==> src/rtl/timer_bcd_chain.sv <==
// Cascadable BCD down-counter with per-digit modulo-6/10 digits, clamped loads,
// optional auto-reload at zero and a one-cycle done pulse on reaching zero.
module timer_bcd_chain #(
  parameter int unsigned          DIGITS   = 4,
  parameter logic [DIGITS-1:0]    SIX_MASK = 4'b0010,
  parameter bit                   WRAP     = 1'b0
) (
  input  logic                  clk,
  input  logic                  clr,
  input  logic                  en,
  input  logic                  loadn,
  input  logic                  tick,
  input  logic [4*DIGITS-1:0]   data,
  output logic [4*DIGITS-1:0]   out,
  output logic                  zero,
  output logic                  done,
  output logic                  tc
);

  typedef enum logic [1:0] {
    OP_HOLD,
    OP_LOAD,
    OP_DEC
  } op_t;

  op_t                 op;
  logic [4*DIGITS-1:0] reload;
  logic [4*DIGITS-1:0] clamped;
  logic [4*DIGITS-1:0] dec;

  function automatic logic [3:0] digit_max(input int unsigned i);
    return SIX_MASK[i] ? 4'd5 : 4'd9;
  endfunction

  always_comb begin
    op = OP_HOLD;
    if (en && !loadn)
      op = OP_LOAD;
    else if (en && tick)
      op = OP_DEC;
  end

  always_comb begin
    clamped = '0;
    for (int unsigned i = 0; i < DIGITS; i++) begin
      if (data[4*i +: 4] > digit_max(i))
        clamped[4*i +: 4] = digit_max(i);
      else
        clamped[4*i +: 4] = data[4*i +: 4];
    end
  end

  // A digit steps only while every lower digit was zero before the step.
  always_comb begin
    logic borrow;
    logic [3:0] cur;
    borrow = 1'b1;
    cur    = '0;
    dec    = '0;
    for (int unsigned i = 0; i < DIGITS; i++) begin
      cur = out[4*i +: 4];
      if (!borrow)
        dec[4*i +: 4] = cur;
      else if (cur == 4'd0)
        dec[4*i +: 4] = digit_max(i);
      else
        dec[4*i +: 4] = cur - 4'd1;
      borrow = borrow && (cur == 4'd0);
    end
  end

  always_ff @(posedge clk) begin
    if (clr) begin
      out    <= '0;
      reload <= '0;
      zero   <= 1'b1;
      done   <= 1'b0;
    end else begin
      done <= 1'b0;
      unique case (op)
        OP_LOAD: begin
          out    <= clamped;
          reload <= clamped;
          zero   <= (clamped == '0);
        end
        OP_DEC: begin
          if (!zero) begin
            out  <= dec;
            zero <= (dec == '0);
            done <= (dec == '0);
          end else if (WRAP) begin
            out  <= reload;
            zero <= (reload == '0);
          end
        end
        default: ;
      endcase
    end
  end

  assign tc = en & loadn & tick & zero;

endmodule

==> config.mk <==
export PLATFORM = sky130hd
export DESIGN_NAME = timer_bcd_chain
export DESIGN_NICKNAME = d
export VERILOG_FILES = /design/src/rtl/timer_bcd_chain.sv
export SDC_FILE = /design/constraint.sdc
export NUM_CORES = 1
export LEC_CHECK = 0
export BUFFER_PORTS_ARGS = -buffer_cell sky130_fd_sc_hd__buf_2
export CORE_ASPECT_RATIO = 1.75
export CORE_MARGIN = 4
export CORE_UTILIZATION = 50
export DETAILED_ROUTE_END_ITERATION = 10
export PLACE_DENSITY = 0.79
export SYNTH_ARGS = -nofsm -noshare
export SYNTH_HDL_FRONTEND = slang
export SYNTH_SLANG_ARGS = --single-unit
==> constraint.sdc <==
create_clock -name clk -period 2 [get_ports clk]
set_input_delay 0.4 -clock clk [delete_from_list [all_inputs] [get_ports clk]]
set_output_delay 0.4 -clock clk [all_outputs]
set_load 0.02 [all_outputs]
==> results of run 1 <==
[per-layer routing]
layer | up-vias | wire length [um]
met3 | 17 | 194
met4 | 0 | 182
met2 | 63 | 2150
met5 | - | 0
li1 | 730 | -
met1 | 721 | 1430
[final cells by class]
cell class / count / area (sq um)
clock buffer: 4 / 55.1
sequential: 18 / 360
inverter: 5 / 18.8
fill: 196 / 805
multi-input combinational: 131 / 828
timing repair buffer: 44 / 233
tap: 25 / 31.3
[worst max path at each step]
| stage | start | end | cells after the start |
|---|---|---|---|
| detailed placement | out[0] | zero | 4 |
| global route | out[2] | out[14] | 4 |
| CTS | out[0] | zero | 4 |
| finish | out[0] | zero | 4 |
| floorplan | out[0] | zero | 5 |
| global placement | out[0] | zero | 4 |
[flip-flops by register name (all words and copies together), names as in the netlist]
register	cells
done	1
zero	1
out	16
[kinds of logic (layout without fill, tap and decap cells)]
family                 Yosys count  in the layout  synth area share (%)
AO/OA/AOI/OAI                   58             58                  30.8
buffers and inverters           16             53                  5.00
flip-flops                      18             18                  28.8
multiplexers                     1              1                 0.800
AND/OR/NAND/NOR                 72             72                  34.6
[cells in the mapped netlist (3+ instances only)]
library cell / count
sky130_fd_sc_hd__inv_1: 4
sky130_fd_sc_hd__nand4_1: 4
sky130_fd_sc_hd__clkbuf_1: 9
sky130_fd_sc_hd__nor3_1: 6
sky130_fd_sc_hd__nand3_1: 7
sky130_fd_sc_hd__nor2_1: 15
sky130_fd_sc_hd__dfxtp_1: 18
sky130_fd_sc_hd__and2_1: 3
sky130_fd_sc_hd__and3_1: 4
sky130_fd_sc_hd__nor3b_1: 3
sky130_fd_sc_hd__a32oi_1: 3
sky130_fd_sc_hd__a31oi_1: 5
sky130_fd_sc_hd__o21a_1: 4
sky130_fd_sc_hd__o21ai_1: 10
sky130_fd_sc_hd__o211ai_1: 6
sky130_fd_sc_hd__nor4_1: 7
sky130_fd_sc_hd__o21ai_0: 6
sky130_fd_sc_hd__nand2_1: 4
sky130_fd_sc_hd__a21oi_1: 11
[power by group]
group | switching, mW | internal [mW] | leakage (nW)
Clock | 0.137 | 0.176 | 0.0288
Sequential | 0.0369 | 0.378 | 0.147
Combinational | 0.161 | 0.104 | 0.458
Total | 0.335 | 0.658 | 0.634
[layout by cell type (no fill, tap or decap), drive strengths merged, types with 3 or more instances in the layout]
| master | n |
|---|---|
| a21oi | 11 |
| a31oi | 5 |
| a32oi | 3 |
| and2 | 5 |
| and3 | 4 |
| buf | 44 |
| clkbuf | 4 |
| dfxtp | 18 |
| inv | 5 |
| nand2 | 4 |
| nand3 | 7 |
| nand4 | 4 |
| nor2 | 15 |
| nor3 | 6 |
| nor3b | 3 |
| nor4 | 8 |
| o211ai | 6 |
| o21a | 4 |
| o21ai | 16 |
| or4 | 3 |
[critical path: stages (launching register included)]
cell and delay (ps):
sky130_fd_sc_hd__dfxtp_1 370, sky130_fd_sc_hd__or4_1 660, sky130_fd_sc_hd__or4_4 460, sky130_fd_sc_hd__nand4_1 120
sky130_fd_sc_hd__a32oi_1 100
[per-stage QoR]
step	util, %	setup slack, ps	hold WS [ps]	instances	area [sq um]
2_1_floorplan	-	206	558	165	1250
3_3_place_gp	63.1	249	519	223	1470
3_5_place_dp	63.1	213	527	223	1470
4_1_cts	65.5	192	505	227	1530
5_1_grt	65.5	31.7	518	227	1530
6_report	65.5	185	508	227	1530
==> summary.md, run 1 <==
For the pin with the worst max-slew slack, the measured transition is 459 ps. In this run the worst hold path is classified as input port to flip-flop. Of the cells placed in the final design, the portion with a size suffix greater than 1 is 26.2%. The met2 routing resource usage after global routing was 46.0%.

The worst register-to-register path begins at out[0]. The post-synthesis to final-layout area growth works out to 22.0%. After clock tree synthesis, the clock-pin slew on the worst setup and hold paths is 70 ps.

The tools report the total I/O pin count as 40. Global routing finished with a remaining overflow of 0. Port buffering added 39 buffers.

Detailed placement HPWL: 2.98 mm. The met3 routing resource usage after global routing was 2.66%. Setup repair after global routing left no endpoint under its margin.

The share of the Yosys chip area taken by registers is 28.8%. TritonCTS built the clock tree. Of all nets on the critical path, the largest fanout is 8. After synthesis, the share of flip-flops with an asynchronous set or reset is 0%.

The detailed router placed 1531 vias in this run. The run gives 0 as the post-CTS setup buffer count. The tools report the cell chosen for the clock root as sky130_fd_sc_hd__clkbuf_8.

For this design, the CTS-stage hold fixing added 0 buffers. The tools report the number of global-route vias before repair as 1492. The tools report the end of the worst hold path as zero.

After the last flow step, the layout net total stands at 224. The first global-routing pass estimated 6.79 mm of wire. For the worst flop-to-flop path, the logic depth is 4. The effective utilization at floorplan was 53.7%. At the worst endpoint, the arrival time is 1970 ps. The biggest area contributor in the post-synthesis netlist is sky130_fd_sc_hd__dfxtp_1. The max-slew violation total from the final report came out at 0.

The insertion delay to the later sink of the worst-skew pair was 260 ps. The number of enable flip-flop cells after synthesis was 0. After the first detailed-routing iteration, the DRC count stood at 45. From bottom edge to top edge, the die measures 74.2 um. Type of the worst setup path: flip-flop to flip-flop. In the global route stage, overall resource usage came out at 26.6%.

After global routing, the most crowded layer is met2. The setup TNS is 0 ps, and the static leakage is 0.634 nW. Number of nets still failing antenna checks after routing: 0.

Entering global routing, the biggest net connects 23 pins. Setup violations remaining at the end of the flow were counted as 0. For the worst setup path, the data required time is 2150 ps.

Sorting the synthesized cells by area gives the leading types as sky130_fd_sc_hd__dfxtp_1, sky130_fd_sc_hd__nor2_1, sky130_fd_sc_hd__a21oi_1, sky130_fd_sc_hd__o21ai_1, sky130_fd_sc_hd__o211ai_1. In this run the deepest clock path goes through 2 buffers. The power density over cell area works out to 650 mW/mm^2. The net count of the mapped netlist was 186; the routability congestion estimate was 0.912. For the summed instance area of the synthesized netlist, the log shows 0.00125 sq mm.

The tools report the count of inserted antenna diode cells as 0. The number of cells produced by synthesis is 165. The count of cells along the worst hold path was 3. The netlist uses 44 different library cells. The mean instance size in the synthesized netlist is 7.58 sq um, and the minimum clock period after layout is 1820 ps. The share of synthesized area in the top cell type comes to 28.8%.

For this run, the leading register cell type out of synthesis is sky130_fd_sc_hd__dfxtp_1. Before antenna repair, the detailed router went through 4 iterations. The max capacitance violation total came out at 0. The number of antenna violations at the first check in global routing is 0. The power after layout was 992 uW; the number of H-tree levels was 1. In this run the critical register-to-register path is captured at zero.

After synthesis the netlist holds a flip-flop and latch count of 18. Clock tree synthesis found a total of 18 sinks. In the routed design, unresolved DRC markers number 0. The floorplan step defined a die boundary enclosing 0.00340 sq mm. Once the clock tree was built, the resizer swapped 0 gates to a different size. The run gives 0 as the number of warnings printed during yosys synthesis. The initialized floorplan defines 23 standard-cell rows. The floorplan step defined a core boundary enclosing 0.00233 sq mm. The number of endpoints with negative hold slack in the final report is 0. The worst hold path begins at data[11].

Static timing analysis puts the maximum clock frequency at 0.551 GHz. The worst setup path is launched from a flip-flop. The worst path uses 90.8% of the clock period.

Global routing met1 resource utilization: 29.3%. The tools report the nature of the critical path endpoint as a flip-flop. The flow ran to the end, and the final reports show no timing, DRC or antenna violations.

IR analysis of the VDD net gives a maximum drop of 365 uV. In this run the register-to-register setup slack is 180 ps. The run gives 3.95 mm as the total wirelength of the detailed-routed design.

Measured against its own limit, the worst slew margin works out to 69.0%. In the final routed layout, each cell accounts on average for 17.4 um. Using the TritonRoute via totals, the vias-per-cell ratio works out to 6.74.

In this run the horizontal extent of the chip is 45.8 um. The worst clock skew on the final layout was 1.96 ps; the number of clock buffers inserted by TritonCTS was 3.
Note: power is estimated with default switching activity, not from simulation.
==> run 2: changes to the inputs <==
--- a/config.mk
+++ b/config.mk
@@ -8,9 +8,9 @@
 export BUFFER_PORTS_ARGS = -buffer_cell sky130_fd_sc_hd__buf_2
 export CORE_ASPECT_RATIO = 1.75
 export CORE_MARGIN = 4
-export CORE_UTILIZATION = 50
+export CORE_UTILIZATION = 45
 export DETAILED_ROUTE_END_ITERATION = 10
-export PLACE_DENSITY = 0.79
+export PLACE_DENSITY = 0.75
 export SYNTH_ARGS = -nofsm -noshare
 export SYNTH_HDL_FRONTEND = slang
 export SYNTH_SLANG_ARGS = --single-unit
==> constraint.sdc (replaced) <==
create_clock -name clk -period 1.65 [get_ports clk]
set_input_delay 0.33 -clock clk [delete_from_list [all_inputs] [get_ports clk]]
set_output_delay 0.33 -clock clk [all_outputs]
set_load 0.02 [all_outputs]
==> run 2 against run 1 <==
The flow now finishes with violations (negative setup slack). Combinational power is 55% higher. Clock skew rose by 1.5 ps. Total power grew 30%. Die area grew 9.5%. Core utilization is 2.4 points lower. Critical endpoint unchanged. Highest routed layer unchanged.
==> summary.md, run 2 (synthesis gave the netlist of run 1 again) <==
The flow ran to the end, but the final reports show violations. The checks that failed: negative setup slack. In this design, the stage delay of the slowest critical-path cell is 580 ps. The type of the most critical hold path is input port to flip-flop. The critical register-to-register path startpoint was out[1].

Across the routed clock network, the largest skew measured is 3.49 ps. The number of global-route vias before repair is 1516. Setup repair after global routing could not meet its margin everywhere. At the end of routability-driven placement, the weighted congestion stood at 0.931. In this run the power density over the cells is 759 mW/mm^2.

The worst setup path is of the flip-flop to flip-flop kind. The leftover overflow at the end of global routing was 0. In this run the register-to-register setup slack is -0.8 ps. In this run, the number of DRC markers left after iteration 0 of detailed routing was 51. Measured along the y axis, the die boundary spans 77.8 um.

For the sequential power share, the log shows 38.1%. The first global-routing pass estimated 7.00 mm of wire. The tree built by TritonCTS fans out to 18 sinks. The tools report the max-slew violation total from the final report as 0. The minimum clock period after layout was 1650 ps.

The switching fraction of total power was 34.3%. 0 antenna diodes ended up in the layout. For this run, the number of standard cells in the final layout without fillers is 246. The proportion of layout cells with a drive suffix above 1 came out at 36.5%. For this design, the slowest cell found on the critical path is sky130_fd_sc_hd__or4_4. TritonCTS built the clock tree. The tools report the reg-to-reg endpoint as zero. Counting tap cells, the placed design contains a total of 240 instances. The number of fillers in the final layout is 237, and the core occupancy in the finished layout is 63.1%. Entering global routing, the biggest net connects 23 pins. The total I/O pin count is 40. Using the TritonRoute via totals, the vias-per-cell ratio works out to 6.71. For the number of endpoints with negative hold slack in the final report, the log shows 0.

In the final layout, flip-flops and latches occupy 369 sq um. The area of the core region is 0.00269 sq mm, and the overall via count from detail_route is 1650. The number of antenna violations at the first check in global routing came out at 0.

The run gives 2 as the maximum number of buffers from clock root to sink. Summing all placed instances gives a cell area of 0.00160 sq mm. Horizontal extent of the die: 47.9 um. The largest register by flop count is out.

After floorplanning, the core was divided into 25 placement rows. Leaving out fill and tap cells, the most frequent cell in the layout is sky130_fd_sc_hd__buf_2. Cell internal power dissipation: 847 uW.

In this run the tightest slew margin relative to its limit is 65.8%. The worst setup path is launched from a flip-flop. Static timing analysis puts the maximum clock frequency at 0.606 GHz. STA classifies the critical path endpoint as a flip-flop. The run gives -0.821 ps as the final worst-path setup slack.

The number of H-tree levels is 1. The register with the most flip-flops in the layout has 16 of them. In this run the tool buffered the top-level ports with 39 buffer cells.

In the final layout, the registers with the most flip-flops are out x16, done x1, zero x1. The run gives 30.0% as the proportion of power drawn by the clock network. End of the worst hold path: zero. The final layout contains routed wiring with a total length of 4.55 mm. Worst supply voltage drop on vdd: 523 uV. Once detail routing completed, the nets flagged for antenna violations numbered 0.

The worst reg-to-reg path cell count was 4; the peak fanout along the critical path was 7. Post-route cell area: 0.00170 sq mm. The tools report the max capacitance violation total as 0. The final net count is 241, and the effective utilization at floorplan is 46.5%. Number of remaining DRC errors: 0. The combinational share of power is 31.9%. The startpoint identified for the worst hold timing path is tick. In the final routed layout, each cell accounts on average for 18.5 um. STA puts the critical path data required time at 1800 ps. After layout, the worst path uses 100% of the clock period. Clock latency on the worst-skew pair, taken at its later pin, is 260 ps.

From synthesis to final layout, the design area changed by 35.6%. The multi-input combinational cells in the finished layout cover a total of 860 sq um. The die footprint is 0.00372 sq mm.

Clock-pin slew was measured on the worst setup and hold paths at 80 ps. The logs give 1800 ps for the arrival time of the worst setup path and 0.725 nW for the static leakage. The count of cells along the worst hold path was 3; the number of clock buffers inserted by TritonCTS was 3. The power after layout is 1.29 mW, and the switching power is 442 uW. The critical path contains buffers and inverters numbering 0 combined. The cell chosen for the clock root is sky130_fd_sc_hd__clkbuf_8. For the pin with the worst max-slew slack, the measured transition is 506 ps. The final-report setup violation count is 1, and the count of TritonRoute iterations in the first routing pass is 4.

The detailed placement HPWL was 3.43 mm. The critical path goes through or4_4 > or4_4 > nand4_1 > a32oi_1. The cell family contributing the most delay on the critical path is simple AND/OR/NAND/NOR gates. In this design, the critical path's most frequently occurring cell is sky130_fd_sc_hd__or4_4.

In the layout the commonest cells are sky130_fd_sc_hd__buf_2, sky130_fd_sc_hd__buf_4, sky130_fd_sc_hd__dfxtp_1. Total routing usage reported by global routing: 25.6%.
[run 2: power groups by stage]
stage / logic (mW) / clock network, mW / registers [mW]
final: 0.411 / 0.386 / 0.491
after global routing: 0.440 / 0.401 / 0.494
after CTS: 0.383 / 0.387 / 0.489
after detailed placement: 0.380 / 0 / 0.499
after global placement: 0.372 / 0 / 0.497
after floorplan: 0.197 / 0 / 0.529
[run 2: worst max path at each step]
stage / cells after the start / slack, ps / to / from
6_report: 4 / -0.8 / zero / out[1]
5_1_grt: 4 / -30 / zero / out[1]
4_1_cts: 4 / 5 / zero / out[1]
3_5_place_dp: 5 / 10 / zero / data[5]
3_3_place_gp: 4 / 30 / zero / out[1]
2_1_floorplan: 5 / -70 / zero / out[1]
[run 2: final cells by class]
| class | count | share of cell area, % |
|---|---|---|
| flip-flops and latches | 18 | 21.8 |
| repair buffers | 61 | 21.2 |
| well taps | 27 | 1.99 |
| inverters | 5 | 1.11 |
| clock buffers | 4 | 3.24 |
| multi-input cells | 131 | 50.7 |
[run 2: metrics by stage]
step | TNS (ps) | hold WS [ps] | worst slack (ps)
after global placement | 0 | 516 | 31.5
final | -0.821 | 422 | -0.821
after global routing | -38.6 | 460 | -29.3
after CTS | 0 | 427 | 4.72
after detailed placement | 0 | 532 | 14.4
after floorplan | -132 | 488 | -70.4
[run 2: layer usage]
metal / global-route usage [%] / part of all wire (%) / vias to the layer above
li1: - / - / 755
met1: 27.9 / 34 / 786
met2: 44.6 / 54 / 91
met3: 1.86 / 6.9 / 18
met4: 14.0 / 4.9 / 0
met5: 0 / 0 / -
[run 2: timing repair]
item | CTS | global route
endpoints found under the hold margin | 0 | 0
hold buffers | 0 | 0
buffers inserted | 0 | 2
endpoints found under the setup margin | 0 | 11
resized for setup | 0 | 6
[run 2: tightest hold or removal path: stages]
cell and delay (ps):
sky130_fd_sc_hd__buf_2 100, sky130_fd_sc_hd__o21ai_0 80, sky130_fd_sc_hd__a32oi_1 130
